File: config.mk
export PLATFORM = sky130hd
export DESIGN_NAME = hazard_controller
export DESIGN_NICKNAME = d
export VERILOG_FILES = /design/src/rtl/hazard_controller.sv
export SDC_FILE = /design/constraint.sdc
export NUM_CORES = 1
export LEC_CHECK = 0
export BUFFER_PORTS_ARGS = -buffer_cell sky130_fd_sc_hd__buf_2
export CAP_MARGIN = 20
export CORE_MARGIN = 8
export CORE_UTILIZATION = 55
export DETAILED_ROUTE_END_ITERATION = 10
export GPL_TIMING_DRIVEN = 0
export PLACE_DENSITY = 0.86
export SETUP_SLACK_MARGIN = 0.02
export SYNTH_ARGS = -nofsm -noshare
export SYNTH_HDL_FRONTEND = slang
export SYNTH_SLANG_ARGS = --single-unit
File: constraint.sdc
create_clock -name clock -period 5.2 [get_ports clock]
set_input_delay 1.04 -clock clock [delete_from_list [all_inputs] [get_ports clock]]
set_output_delay 1.04 -clock clock [all_outputs]
set_load 0.01 [all_outputs]
File: src/rtl/hazard_controller.sv
// ---------------------------------------------------------------------------
// hazard_controller
//
// Central hazard and sequencing controller for the five-stage MIPS pipeline.
// Decides, every cycle, whether the pipeline freezes (data memory wait),
// inserts a bubble (load-use, branch operand or multiply/divide dependency),
// or flushes IF/ID (taken branch). It also tracks multiply/divide occupancy
// and counts the cycles in which the PC was held.
//
// Parameters
//   MULT_CYCLES    busy cycles for a multiply (>= 1)
//   DIV_CYCLES     busy cycles for a divide   (>= 1)
//
// Ports
//   clock          rising-edge clock
//   reset_n        asynchronous active-low reset
//   id_rs/id_rt    source registers of the ID instruction
//   id_branch      ID instruction compares rs/rt in ID
//   id_uses_hilo   ID instruction reads/writes HI/LO
//   branch_taken   branch/jump in ID resolved taken
//   ex_mem_read    EX instruction is a load
//   ex_reg_write   EX instruction writes a register
//   ex_write_reg   EX destination register
//   mem_mem_read   MEM instruction is a load
//   mem_write_reg  MEM destination register
//   md_start       EX instruction is mult/div
//   md_is_div      qualifies md_start: 1 = divide
//   dmem_req       MEM-stage data access request
//   dmem_ready     MEM-stage data access completion
//   stall_*        hold PC / IF/ID / ID/EX / EX/MEM
//   clear_*        zero IF/ID / ID/EX / MEM/WB on the next edge
//   md_busy        multiply/divide unit occupied
//   stall_cycles   saturating count of cycles with stall_pc=1
// ---------------------------------------------------------------------------
module hazard_controller #(
  parameter int MULT_CYCLES = 4,
  parameter int DIV_CYCLES  = 32
) (
  input  logic        clock,
  input  logic        reset_n,
  input  logic [4:0]  id_rs,
  input  logic [4:0]  id_rt,
  input  logic        id_branch,
  input  logic        id_uses_hilo,
  input  logic        branch_taken,
  input  logic        ex_mem_read,
  input  logic        ex_reg_write,
  input  logic [4:0]  ex_write_reg,
  input  logic        mem_mem_read,
  input  logic [4:0]  mem_write_reg,
  input  logic        md_start,
  input  logic        md_is_div,
  input  logic        dmem_req,
  input  logic        dmem_ready,
  output logic        stall_pc,
  output logic        stall_id,
  output logic        stall_ex,
  output logic        stall_mem,
  output logic        clear_id,
  output logic        clear_ex,
  output logic        clear_wb,
  output logic        md_busy,
  output logic [31:0] stall_cycles
);

  // Counter wide enough to hold the larger busy length minus one.
  localparam int MAXC = (DIV_CYCLES > MULT_CYCLES) ? DIV_CYCLES : MULT_CYCLES;
  localparam int CW   = ($clog2(MAXC) > 0) ? $clog2(MAXC) : 1;

  localparam logic [CW-1:0] MULT_LOAD = CW'(MULT_CYCLES - 1);
  localparam logic [CW-1:0] DIV_LOAD  = CW'(DIV_CYCLES - 1);

  localparam logic [0:0] S_IDLE    = 1'b0;
  localparam logic [0:0] S_MD_BUSY = 1'b1;

  logic [0:0]    r_state;
  logic [CW-1:0] r_count;
  logic [31:0]   r_stall_cycles;

  logic w_ex_match;
  logic w_mem_match;
  logic w_freeze;
  logic w_load_use;
  logic w_branch_dep;
  logic w_md_dep;
  logic w_bubble;
  logic w_flush;
  logic w_md_busy;

  // ------------------------------------------------------------------------
  // Hazard detection. Register 0 is hard-wired zero, so it never creates a
  // dependency.
  // ------------------------------------------------------------------------
  assign w_ex_match  = (ex_write_reg != 5'd0) &&
                       ((ex_write_reg == id_rs) || (ex_write_reg == id_rt));
  assign w_mem_match = (mem_write_reg != 5'd0) &&
                       ((mem_write_reg == id_rs) || (mem_write_reg == id_rt));

  assign w_md_busy    = (r_state == S_MD_BUSY);
  assign w_freeze     = dmem_req & ~dmem_ready;
  assign w_load_use   = ex_mem_read & w_ex_match;
  // Branches compare in ID, so they need an EX result (any writer) or a
  // MEM-stage load result that is not yet forwardable.
  assign w_branch_dep = id_branch & ((ex_reg_write & w_ex_match) |
                                     (mem_mem_read & w_mem_match));
  assign w_md_dep     = w_md_busy & id_uses_hilo;

  // Freeze dominates: the whole pipe holds and hazards are re-evaluated once
  // memory answers. A bubble dominates a flush: the branch in ID is held and
  // its taken decision is re-evaluated next cycle.
  assign w_bubble = ~w_freeze & (w_load_use | w_branch_dep | w_md_dep);
  assign w_flush  = ~w_freeze & ~w_bubble & branch_taken;

  always_comb begin
    stall_pc  = 1'b0;
    stall_id  = 1'b0;
    stall_ex  = 1'b0;
    stall_mem = 1'b0;
    clear_id  = 1'b0;
    clear_ex  = 1'b0;
    clear_wb  = 1'b0;
    if (!reset_n) begin
      // Pipeline registers have no reset of their own; flush them instead.
      clear_id = 1'b1;
      clear_ex = 1'b1;
      clear_wb = 1'b1;
    end else if (w_freeze) begin
      stall_pc  = 1'b1;
      stall_id  = 1'b1;
      stall_ex  = 1'b1;
      stall_mem = 1'b1;
      // MEM/WB gets a bubble so WB does not retire the stalled access twice.
      clear_wb  = 1'b1;
    end else if (w_bubble) begin
      stall_pc = 1'b1;
      stall_id = 1'b1;
      clear_ex = 1'b1;
    end else if (w_flush) begin
      clear_id = 1'b1;
    end
  end

  // ------------------------------------------------------------------------
  // Multiply/divide occupancy. Loading N-1 and leaving on count==0 keeps
  // md_busy high for exactly N cycles after the start edge. The count runs
  // through freezes because the unit itself is not stalled.
  // ------------------------------------------------------------------------
  always_ff @(posedge clock or negedge reset_n) begin
    if (!reset_n) begin
      r_state <= S_IDLE;
      r_count <= '0;
    end else begin
      case (r_state)
        S_IDLE: begin
          // A start held during a freeze is not taken until the freeze ends.
          if (md_start && !w_freeze) begin
            r_state <= S_MD_BUSY;
            r_count <= md_is_div ? DIV_LOAD : MULT_LOAD;
          end
        end
        S_MD_BUSY: begin
          if (r_count == '0) begin
            r_state <= S_IDLE;
          end else begin
            r_count <= r_count - 1'b1;
          end
        end
        default: begin
          r_state <= S_IDLE;
          r_count <= '0;
        end
      endcase
    end
  end

  assign md_busy = w_md_busy;

  // ------------------------------------------------------------------------
  // Stall-cycle performance counter, saturating at all ones.
  // ------------------------------------------------------------------------
  always_ff @(posedge clock or negedge reset_n) begin
    if (!reset_n) begin
      r_stall_cycles <= '0;
    end else if (stall_pc && (r_stall_cycles != 32'hFFFF_FFFF)) begin
      r_stall_cycles <= r_stall_cycles + 32'd1;
    end
  end

  assign stall_cycles = r_stall_cycles;

endmodule

==> results.json <==
{
  "outcome": "finished clean",
  "drt_iter0_drc": 102,
  "syn-mean-instance-area_um2": 9.50,
  "io_pins": 72,
  "slew_viol_final": 0,
  "dp_slack_ns": 1.30,
  "final.min_clock_period_ns": 3.97,
  "fin_skew_ns": 0.00683,
  "nNetsFinal": 346,
  "cp.required_ns": 4.16,
  "syn_to_final_growth_pct": 22.4,
  "grt_overflow_total": 0,
  "path_max_fanout": 8,
  "ys_seq_area_share_pct": 43.0,
  "drive_gt1_share_pct": 27.3,
  "die_h_um": 79.4,
  "min_path_type": "reg -> reg",
  "cts_tree": "done",
  "core_um2": 3940,
  "num_antenna_cells": 0,
  "die_w_um": 79.4,
  "rsz0062_at_grt": "false",
  "post_cts_buffers": 0,
  "synth_fp_nets": 268,
  "slowest_delay_ns": 0.51,
  "ys_types": 37,
  "grt_pass1_wl_um": 9740,
  "clk_pin_slew_ns": 0.07,
  "setup.worst_path.end_class": "primary output",
  "antenna_found_initial": 0,
  "power.leakage_nw": 1.40,
  "start_util_pct": 56.1,
  "synth.largest_area_cell": "dfrtp_1",
  "first_global_vias": 2063,
  "cp.buffers_inverters": 3,
  "cp_top_family": "simple AND/OR/NAND/NOR gates",
  "fin_setup_tns_ns": 0,
  "setup_viol_count_final": 0,
  "ctsResizeCount": 0,
  "first_pass_iters": 4,
  "synth-seq-cells": 38,
  "max_slew.worst_pin.slew_ns": 0.843,
  "cts.htree.levels": 2,
  "synth_common_cells": "40 x xor2_1, 38 x dfrtp_1, 25 x nor2_1, 18 x nor3_1, 17 x nand2_1",
  "rows": 23,
  "drc": 0,
  "place_congestion": 0.980,
  "synth_area_leaders": "dfrtp_1 43%, xor2_1 16%, xnor2_1 4.4%",
  "min_period_over_period_pct": 76.3,
  "drt-total-wl_um": 5700,
  "crit_chain": "buf_2, or4_1, o21ai_0, o21ai_0, nor2_1, nor2_1, buf_4, buf_2",
  "critPathLaunchType": "input port",
  "wl_per_cell_um": 15.8,
  "vias": 2006,
  "ant_nets": 0,
  "port_buffers": 71,
  "cts_num_sinks": 38,
  "p_per_area_nw_per_um2": 314,
  "synth_top_area_share_pct": 43.0,
  "setup_slack_ns": 1.23,
  "synth_most_common_cell": "xor2_1",
  "hold_viol_final": 0,
  "cp_slowest_cell": "or4_1",
  "fillerInstances": 324,
  "netlist_area_um2": 2210,
  "die_area_um2": 6310,
  "arrival_ns": 2.93,
  "cts_hold_buf": 0,
  "synthArstFlopShare_pct": 100,
  "clkLatencyLatePin_ns": 0.29,
  "max_freq_ghz": 0.252,
  "root_buffer": "clkbuf_8",
  "slew_headroom_pct": 43.8,
  "synthesis.instances": 233,
  "synthFlopType": "dfrtp_1",
  "numCtsBuffers": 5,
  "maxCapViolCount": 0,
  "via_per_inst": 5.56,
  "synth_edf_count": 0,
  "grt_max_degree": 40,
  "dp_hpwl_um": 4370,
  "crit_type": "in -> out",
  "grt_util_all_layers_pct": 18.9,
  "ys_warn_count": 0,
  "cts_buffer_depth": 2,
  "ir_drop_v": 0.000203
}
## flip-flops by register name, summed over array words and instances (netlist names)
signal,count
r_count,5
md_busy,1
stall_cycles,32
## final cells by class
type	instances	area, um^2	area share [%]
plain buffers	6	31.3	1.15
clock buffers	5	68.8	2.54
clock inverters	2	10.0	0.369
inverters	10	37.5	1.39
multi-input cells	179	1190	44.0
flip-flops and latches	38	951	35.1
well taps	50	62.6	2.31
repair buffers	71	355	13.1
## power breakdown
group / switching [mW] / internal (mW) / total, mW
logic: 0.146 / 0.109 / 0.255
clock network: 0.103 / 0.0900 / 0.193
registers: 0.0596 / 0.345 / 0.405
## through the flow
stage | hold slack, ns | util (%) | cell area [um^2] | total power [mW] | cells
after floorplan | 0.462 | - | 2210 | 0.559 | 233
after global placement | 0.471 | 66.7 | 2630 | 0.646 | 354
after detailed placement | 0.479 | 66.7 | 2630 | 0.662 | 354
after CTS | 0.489 | 68.7 | 2710 | 0.855 | 361
after global routing | 0.510 | 68.7 | 2710 | 0.906 | 361
final | 0.482 | 68.7 | 2710 | 0.852 | 361
## worst reg2reg max path: stages (launching register included)
cell      delay, ns
dfrtp_1        0.44
ha_1           0.22
nand3_1        0.18
nor3_1         0.43
and4_1         0.31
nand3_1        0.11
o211ai_1       0.28
clkbuf_1       0.44
nor2_1         0.12
xor2_1         0.17
## layer usage
layer / part of all wire (%) / track usage (%) / up-vias / wire length, um
met4: 1.6 / 7.59 / 0 / 89
met3: 6.2 / 5.41 / 10 / 354
met2: 50 / 29.9 / 71 / 2850
li1: - / - / 966 / -
met5: 0 / 0 / - / 0
met1: 42 / 23.5 / 959 / 2410
## worst paths after layout
kind	startpoint	to	slack (ns)	cells after the start
min in group asynchronous	reset_n	stall_cycles[8]	0.84	1
max in group asynchronous	reset_n	stall_cycles[24]	3.82	1
worst max-delay path	ex_write_reg[1]	stall_pc	1.23	8
worst min-delay path	stall_cycles[9]	stall_cycles[9]	0.48	1
worst min register to register	stall_cycles[9]	stall_cycles[9]	0.48	1
worst max register to register	stall_cycles[0]	stall_cycles[12]	2.38	9
## kinds of logic after synthesis
| kind of cell | count (synthesis) | synth area share (%) |
|---|---|---|
| flops | 38 | 43.0 |
| fa+ha+maj | 3 | 1.70 |
| simple gates | 102 | 24.6 |
| xor+xnor | 51 | 20.2 |
| mux | 3 | 1.47 |
| compound gates | 20 | 5.94 |
| buf+inv | 16 | 3.11 |
## cells in the final DEF (no fill, tap or decap), types with 3 or more instances in the layout
cell,count
clkbuf_8,5
nor2_1,25
nor3_1,18
nor4_1,4
xor2_1,40
xnor2_1,11
dfrtp_1,38
nand3_1,15
nand4_1,4
buf_2,72
inv_1,10
or4b_1,3
o21ai_0,6
nand2_1,17
ha_1,3
o211ai_1,3
and4_1,4
nand4b_1,3
No activity file was read; power rests on OpenSTA's default activity.
